**src/rtl/rf_pulse_modulator_if.sv**
```systemverilog
// Bundle of the rf gate input, carrier controls and modulator outputs.
// master = the pulse sequencer side; slave = the modulator.
interface rf_pulse_modulator_if #(
  parameter int PHASE_W = 16,
  parameter int IDX_W   = 8
);
  // Level signals sampled every rising clk edge; there is no valid/ready
  // pair: rf_in/clr/ftw/phase_odd must be stable at each edge, outputs are
  // registered and change only on edges.
  logic               rf_in;
  logic               clr;
  logic [PHASE_W-1:0] ftw;
  logic [PHASE_W-1:0] phase_odd;
  logic               tx_en;
  logic               carrier;
  logic               rx_blank;
  logic [IDX_W-1:0]   pulse_idx;
  logic               err;
  logic [1:0]         fsm_state;

  modport master (
    output rf_in, clr, ftw, phase_odd,
    input  tx_en, carrier, rx_blank, pulse_idx, err, fsm_state
  );

  modport slave (
    input  rf_in, clr, ftw, phase_odd,
    output tx_en, carrier, rx_blank, pulse_idx, err, fsm_state
  );
endinterface

```
**src/rtl/rf_pulse_modulator.sv**
```systemverilog
// Delays the sequencer rf gate into tx_en, gates a phase-coherent carrier,
// and wraps each transmit pulse in a receiver blanking window.
module rf_pulse_modulator #(
  parameter int PHASE_W = 16,
  parameter int LEAD    = 4,
  parameter int POST    = 6,
  parameter int MIN_W   = 2,
  parameter int IDX_W   = 8
) (
  input  logic                 clk,
  input  logic                 rst_n,
  rf_pulse_modulator_if.slave  bus
);

  localparam int CNT_W = (POST > 1) ? $clog2(POST) : 1;
  localparam int RUN_W = $clog2(MIN_W + 1);
  localparam logic [CNT_W-1:0]   HOLD_LAST = (POST > 0) ? CNT_W'(POST - 1) : '0;
  localparam logic [RUN_W-1:0]   RUN_MAX   = RUN_W'(MIN_W);
  localparam logic [PHASE_W-1:0] HALF_TURN = {1'b1, {(PHASE_W-1){1'b0}}};

  typedef enum logic [1:0] {
    ST_IDLE   = 2'd0,
    ST_ACTIVE = 2'd1,
    ST_HOLD   = 2'd2
  } state_t;

  state_t             r_state;
  state_t             w_state_nxt;
  logic [LEAD-1:0]    r_dly;
  logic [LEAD:0]      w_shift;
  logic [CNT_W-1:0]   r_hold;
  logic [RUN_W-1:0]   r_run;
  logic [PHASE_W-1:0] r_acc;
  logic [PHASE_W-1:0] w_offset;
  logic [PHASE_W-1:0] w_phase;
  logic [IDX_W-1:0]   r_idx;
  logic               r_tx_en;
  logic               r_carrier;
  logic               r_rx_blank;
  logic               r_err;
  logic               w_tx_nxt;
  logic               w_tx_fall;
  logic               w_dly_empty;
  logic               w_runt;

  // r_dly[k] holds the rf_in sample from k+1 edges ago; tx_en takes the
  // oldest one, giving exactly LEAD edges from sample to tx_en.
  assign w_shift     = {r_dly, bus.rf_in};
  assign w_tx_nxt    = r_dly[LEAD-1];
  assign w_tx_fall   = r_tx_en & ~w_tx_nxt;
  assign w_dly_empty = (r_dly == '0);
  assign w_runt      = ~bus.rf_in && (r_run != '0) && (r_run < RUN_MAX);
  assign w_offset    = r_idx[0] ? bus.phase_odd : '0;
  assign w_phase     = r_acc + w_offset;

  always_comb begin
    w_state_nxt = r_state;
    case (r_state)
      ST_IDLE: begin
        if (bus.rf_in) w_state_nxt = ST_ACTIVE;
      end
      ST_ACTIVE: begin
        if (!bus.rf_in && w_dly_empty) w_state_nxt = (POST == 0) ? ST_IDLE : ST_HOLD;
      end
      ST_HOLD: begin
        if (bus.rf_in)                w_state_nxt = ST_ACTIVE;
        else if (r_hold == HOLD_LAST) w_state_nxt = ST_IDLE;
      end
      default: w_state_nxt = ST_IDLE;
    endcase
  end

  always_ff @(posedge clk or negedge rst_n) begin
    if (!rst_n) begin
      r_state    <= ST_IDLE;
      r_dly      <= '0;
      r_hold     <= '0;
      r_run      <= '0;
      r_tx_en    <= 1'b0;
      r_carrier  <= 1'b0;
      r_rx_blank <= 1'b0;
    end else begin
      r_state    <= w_state_nxt;
      r_dly      <= w_shift[LEAD-1:0];
      r_hold     <= (r_state == ST_HOLD && w_state_nxt == ST_HOLD) ? r_hold + CNT_W'(1) : '0;
      r_run      <= !bus.rf_in ? '0 : ((r_run == RUN_MAX) ? r_run : r_run + RUN_W'(1));
      r_tx_en    <= w_tx_nxt;
      r_carrier  <= w_tx_nxt & (w_phase >= HALF_TURN);
      r_rx_blank <= (w_state_nxt != ST_IDLE);
    end
  end

  // clr has priority over the pulse count increment and runt detection.
  always_ff @(posedge clk or negedge rst_n) begin
    if (!rst_n) begin
      r_acc <= '0;
      r_idx <= '0;
      r_err <= 1'b0;
    end else if (bus.clr) begin
      r_acc <= '0;
      r_idx <= '0;
      r_err <= 1'b0;
    end else begin
      r_acc <= r_acc + bus.ftw;
      if (w_tx_fall) r_idx <= r_idx + IDX_W'(1);
      if (w_runt)    r_err <= 1'b1;
    end
  end

  assign bus.tx_en     = r_tx_en;
  assign bus.carrier   = r_carrier;
  assign bus.rx_blank  = r_rx_blank;
  assign bus.pulse_idx = r_idx;
  assign bus.err       = r_err;
  assign bus.fsm_state = r_state;

endmodule

```
**src/flat_wrapper.sv**
```systemverilog
// flat-port wrapper written by rule: the top's interface ports become plain ports
module rf_pulse_modulator_flat 
#(
  parameter int PHASE_W = 16,
  parameter int LEAD    = 4,
  parameter int POST    = 6,
  parameter int MIN_W   = 2,
  parameter int IDX_W   = 8
)
  (clk, rst_n, bus_rf_in, bus_clr, bus_ftw, bus_phase_odd, bus_tx_en, bus_carrier, bus_rx_blank, bus_pulse_idx, bus_err, bus_fsm_state);
  rf_pulse_modulator_if #(.PHASE_W(PHASE_W), .IDX_W(IDX_W)) bus_i ();
  input  logic clk;
  input  logic rst_n;
  input wire logic [$bits(bus_i.rf_in)-1:0] bus_rf_in;
  input wire logic [$bits(bus_i.clr)-1:0] bus_clr;
  input wire logic [$bits(bus_i.ftw)-1:0] bus_ftw;
  input wire logic [$bits(bus_i.phase_odd)-1:0] bus_phase_odd;
  output wire logic [$bits(bus_i.tx_en)-1:0] bus_tx_en;
  output wire logic [$bits(bus_i.carrier)-1:0] bus_carrier;
  output wire logic [$bits(bus_i.rx_blank)-1:0] bus_rx_blank;
  output wire logic [$bits(bus_i.pulse_idx)-1:0] bus_pulse_idx;
  output wire logic [$bits(bus_i.err)-1:0] bus_err;
  output wire logic [$bits(bus_i.fsm_state)-1:0] bus_fsm_state;
  assign bus_i.rf_in = bus_rf_in;
  assign bus_i.clr = bus_clr;
  assign bus_i.ftw = bus_ftw;
  assign bus_i.phase_odd = bus_phase_odd;
  assign bus_tx_en = bus_i.tx_en;
  assign bus_carrier = bus_i.carrier;
  assign bus_rx_blank = bus_i.rx_blank;
  assign bus_pulse_idx = bus_i.pulse_idx;
  assign bus_err = bus_i.err;
  assign bus_fsm_state = bus_i.fsm_state;
  rf_pulse_modulator #(.PHASE_W(PHASE_W), .LEAD(LEAD), .POST(POST), .MIN_W(MIN_W), .IDX_W(IDX_W)) u_core (.clk(clk), .rst_n(rst_n), .bus(bus_i));
endmodule
```
**config.mk**
```make
export PLATFORM = sky130hd
export DESIGN_NAME = rf_pulse_modulator_flat
export DESIGN_NICKNAME = d
export VERILOG_FILES = /design/src/rtl/rf_pulse_modulator_if.sv /design/src/rtl/rf_pulse_modulator.sv /design/src/flat_wrapper.sv
export SDC_FILE = /design/constraint.sdc
export NUM_CORES = 1
export LEC_CHECK = 0
export ABC_CLOCK_PERIOD_IN_PS = 2450
export BUFFER_PORTS_ARGS = -buffer_cell sky130_fd_sc_hd__buf_2
export CAP_MARGIN = 40
export CORE_ASPECT_RATIO = 1.5
export CORE_MARGIN = 8
export CORE_UTILIZATION = 35
export CTS_BUF_LIST = sky130_fd_sc_hd__clkbuf_2 sky130_fd_sc_hd__clkbuf_4 sky130_fd_sc_hd__clkbuf_8
export CTS_CLUSTER_SIZE = 25
export DETAILED_ROUTE_END_ITERATION = 16
export HOLD_SLACK_MARGIN = 0.03
export PLACE_DENSITY = 0.59
export RECOVER_POWER = 25
export REMOVE_ABC_BUFFERS = 1
export SLEW_MARGIN = 10
export SYNTH_ARGS = -nofsm -noshare
export SYNTH_HDL_FRONTEND = slang
export SYNTH_SLANG_ARGS = --single-unit
```
**constraint.sdc**
```tcl
create_clock -name clk -period 2.45 [get_ports clk]
set_clock_uncertainty 0.05 [all_clocks]
set_input_delay 0.3675 -clock clk [delete_from_list [all_inputs] [get_ports clk]]
set_output_delay 0.3675 -clock clk [all_outputs]
set_load 0.005 [all_outputs]
```
==> impl_metrics.env <==
export IMPL_core_rowCount=38
export IMPL_buffer_ports_inserted=49
export IMPL_multiInputGateArea_um2=1588
export IMPL_leakage_nw=1.636
export IMPL_place_gp_congestion=0.8312
export IMPL_antenna_cells=0
export IMPL_place_ws_ns=0.1576
export IMPL_min_period_over_period=0.9228
export IMPL_firstDrtPassIters=4
export IMPL_met2_usage=0.1986
export IMPL_slew_headroom=0.4964
export IMPL_synth_seq_area_share=0.3720
export IMPL_crit_fanout=3
export IMPL_wl_per_cell_um=13.88
export IMPL_cts_root_buffer="clkbuf_8"
export IMPL_yosysWarningCount=0
export IMPL_yosysUniqueCellTypes=45
export IMPL_critPathLaunch="u_core.r_acc[0]$_DFF_PN0_"
export IMPL_slew_violations=0
export IMPL_clkTransAtPathRegs_ns=0.08
export IMPL_cts_buffers=5
export IMPL_hold_start="bus_rf_in"
export IMPL_die_area_um2=10580
export IMPL_worst_pin_slew_ns=0.7554
export IMPL_grt_usage=0.1161
export IMPL_initial_core_util=0.3607
export IMPL_endpoint_kind="flop"
export IMPL_synth_main_ff_cell="dfrtp_1"
export IMPL_cp_required_ns=2.61
export IMPL_drv_cap=0
export IMPL_layout_cells_non_filler=421
export IMPL_vias_per_cell=4.955
export IMPL_drc=0
export IMPL_synth_edf_count=0
export IMPL_drt_initial_drc_count=71
export IMPL_postCtsSetupBuffers=0
export IMPL_antenna_found_initial=0
export IMPL_hold_viol_final=0
export IMPL_r2r_start="u_core.r_acc[0]$_DFF_PN0_"
export IMPL_grt_pass1_vias=2054
export IMPL_worstPathArrival_ns=2.43
export IMPL_fin_util=0.4279
export IMPL_n_fill_cell=744
export IMPL_post_dp_hpwl_um=4624
export IMPL_die_h_um=122.0
export IMPL_ctsResizeCount=0
export IMPL_grt_max_degree=32
export IMPL_grt_busiest_layer="met2"
export IMPL_synthArstFlopShare=1.000
export IMPL_grtUsageMet3=0.02967
export IMPL_area_growth_pct=18.65
export IMPL_totalWireLength_um=5845
export IMPL_fin_nets=392
export IMPL_dp_cells=412
export IMPL_clk_latency_ns=0.29
export IMPL_die_w_um=86.70
export IMPL_worstSetupPathType="flop to flop"
export IMPL_worst_slack_ns=0.1892
export IMPL_htreeDepth=2
export IMPL_ios=50
export IMPL_p_per_area_nw_per_um2=826.7
export IMPL_synth_cells=267
export IMPL_fin_setup_tns_ns=0
export IMPL_seq_area_um2=975.9
export IMPL_status="finished, final reports clean"
export IMPL_cts_num_sinks=39
export IMPL_clockBufferDepth=2
export IMPL_rsz0062_at_grt="false"
export IMPL_overflow=0
export IMPL_synth_area_um2=2624
export IMPL_whs_ns=0.2355
export IMPL_setup_viol=0
export IMPL_vias=2086
export IMPL_cts_tree="done"
export IMPL_grt_pass1_wl_um=9811
export IMPL_ant_nets=0
export IMPL_vdd_drop_max_mv=0.5256
export IMPL_drive_gt1_frac=0.2087
export IMPL_hp_class="input pin to flop"
export IMPL_syn_avg_cell_area_um2=9.827
export IMPL_ys_seq_elements=39
export IMPL_crit_path_start_kind="flop"
export IMPL_core_um2=7274
export IMPL_use_met1=0.1382
export IMPL_fmax_ghz=0.4423
export IMPL_fin_crit_ns=2.261
==> cell usage after synthesis (2+ instances only) <==
| library cell | number | area (µm²) |
|---|---|---|
| o21bai_1 | 2 | 15.01 |
| nor3b_1 | 3 | 22.52 |
| nor3_1 | 2 | 10.01 |
| xor2_1 | 8 | 70.07 |
| or2_2 | 3 | 18.77 |
| a21oi_1 | 12 | 60.06 |
| mux2i_1 | 5 | 50.05 |
| nand4_1 | 2 | 12.51 |
| buf_1 | 2 | 7.510 |
| o211a_1 | 2 | 20.02 |
| a211oi_1 | 3 | 22.52 |
| xnor2_1 | 8 | 70.07 |
| and3_1 | 2 | 12.51 |
| nand2_1 | 13 | 48.80 |
| a21o_1 | 12 | 90.09 |
| clkbuf_1 | 5 | 18.77 |
| and4_1 | 5 | 43.79 |
| a31oi_1 | 4 | 25.02 |
| o211ai_1 | 5 | 37.54 |
| dfrtp_1 | 39 | 975.9 |
| o21ai_0 | 7 | 35.03 |
| nand3_1 | 6 | 30.03 |
| inv_1 | 9 | 33.78 |
| nand3b_1 | 2 | 15.01 |
| nor2b_1 | 8 | 50.05 |
| and2_1 | 16 | 100.1 |
| ha_1 | 35 | 437.9 |
| mux2_2 | 3 | 33.78 |
| nor2_1 | 28 | 105.1 |
==> report_power, final <==
part           internal [mW]  switching [mW]
logic                  0.528           0.609
clock network          0.330           0.238
registers              0.776          0.0932
==> kinds of logic (layout without fill, tap and decap cells) <==
| logic type | after synthesis | after routing | synth area share |
|---|---|---|---|
| compound gates | 55 | 55 | 0.1450 |
| xor+xnor | 16 | 16 | 0.05341 |
| fa+ha+maj | 36 | 36 | 0.1745 |
| buf+inv | 16 | 70 | 0.02289 |
| flops | 39 | 39 | 0.3720 |
| mux | 8 | 8 | 0.03195 |
| simple gates | 97 | 97 | 0.2003 |
==> worst paths after layout <==
path                                                        to  slack (ns)  cells after the start
max in group asynchronous            u_core.r_acc[4]$_DFF_PN0_        0.75                      3
max                                 u_core.r_acc[14]$_DFF_PN0_        0.19                      7
min in group asynchronous  u_core.bus.pulse_idx[7]$_DFFE_PN0P_        0.49                      2
min                                  u_core.r_dly[0]$_DFF_PN0_        0.24                      1
max reg2reg                         u_core.r_acc[14]$_DFF_PN0_        0.19                      7
min reg2reg                          u_core.r_dly[2]$_DFF_PN0_        0.32                      0
==> registers in the layout, summed over array words and instances, names as in the netlist <==
signal,cells
u_core.r_hold,3
u_core.bus.carrier,1
u_core.bus.fsm_state,2
u_core.r_acc,16
u_core.bus.tx_en,1
u_core.r_run,2
u_core.bus.pulse_idx,8
u_core.r_dly,4
u_core.bus.rx_blank,1
u_core.bus.err,1
==> cell type report <==
| class | count | share of cell area |
|---|---|---|
| clock inverter | 2 | 0.01125 |
| tap | 100 | 0.04019 |
| inverter | 9 | 0.01085 |
| clock buffer | 6 | 0.02653 |
| sequential | 39 | 0.3135 |
| timing repair buffer | 53 | 0.08762 |
| multi-input combinational | 212 | 0.5100 |
==> layout by cell type, fill, tap and decap left out, types with 2 or more instances in the layout <==
master    count
buf_2        47
dfrtp_1      39
ha_1         35
nor2_1       28
and2_1       16
nand2_1      13
a21o_1       12
a21oi_1      12
inv_1         9
nor2b_1       8
xor2_1        8
xnor2_1       8
o21ai_0       7
nand3_1       6
clkbuf_8      6
and4_1        5
mux2i_1       5
o211ai_1      5
a31oi_1       4
a211oi_1      3
mux2_2        3
nor3b_1       3
or2_2         3
nand3b_1      2
o211a_1       2
nor3_1        2
o21bai_1      2
nand4_1       2
and3_1        2
clkbuf_1      2
buf_4         2
==> repair_timing <==
| action | CTS | global route |
|---|---|---|
| endpoints found under the setup margin | 0 | 0 |
| endpoints found under the hold margin | 8 | 0 |
| hold buffers | 1 | 0 |
==> critical path, cell delays in order, from the launching register on <==
cell      delay (ns)
dfrtp_1         0.39
ha_1            0.21
fa_1            0.42
a21oi_1         0.20
o21ai_0         0.21
and4_1          0.29
or2_0           0.25
o211ai_1        0.17
==> per-layer routing <==
layer	vias to the layer above	part of all wire
met1	977	0.45
li1	1053	-
met4	0	0.011
met2	48	0.49
met5	-	0
met3	8	0.045
==> stage by stage <==
step / cell area, µm² / power, mW
detailed placement: 3003 / 2.017
CTS: 3131 / 2.600
global placement: 2983 / 1.995
floorplan: 2597 / 1.730
global route: 3113 / 2.782
finish: 3113 / 2.573
Note: power is estimated with default switching activity, not from simulation.
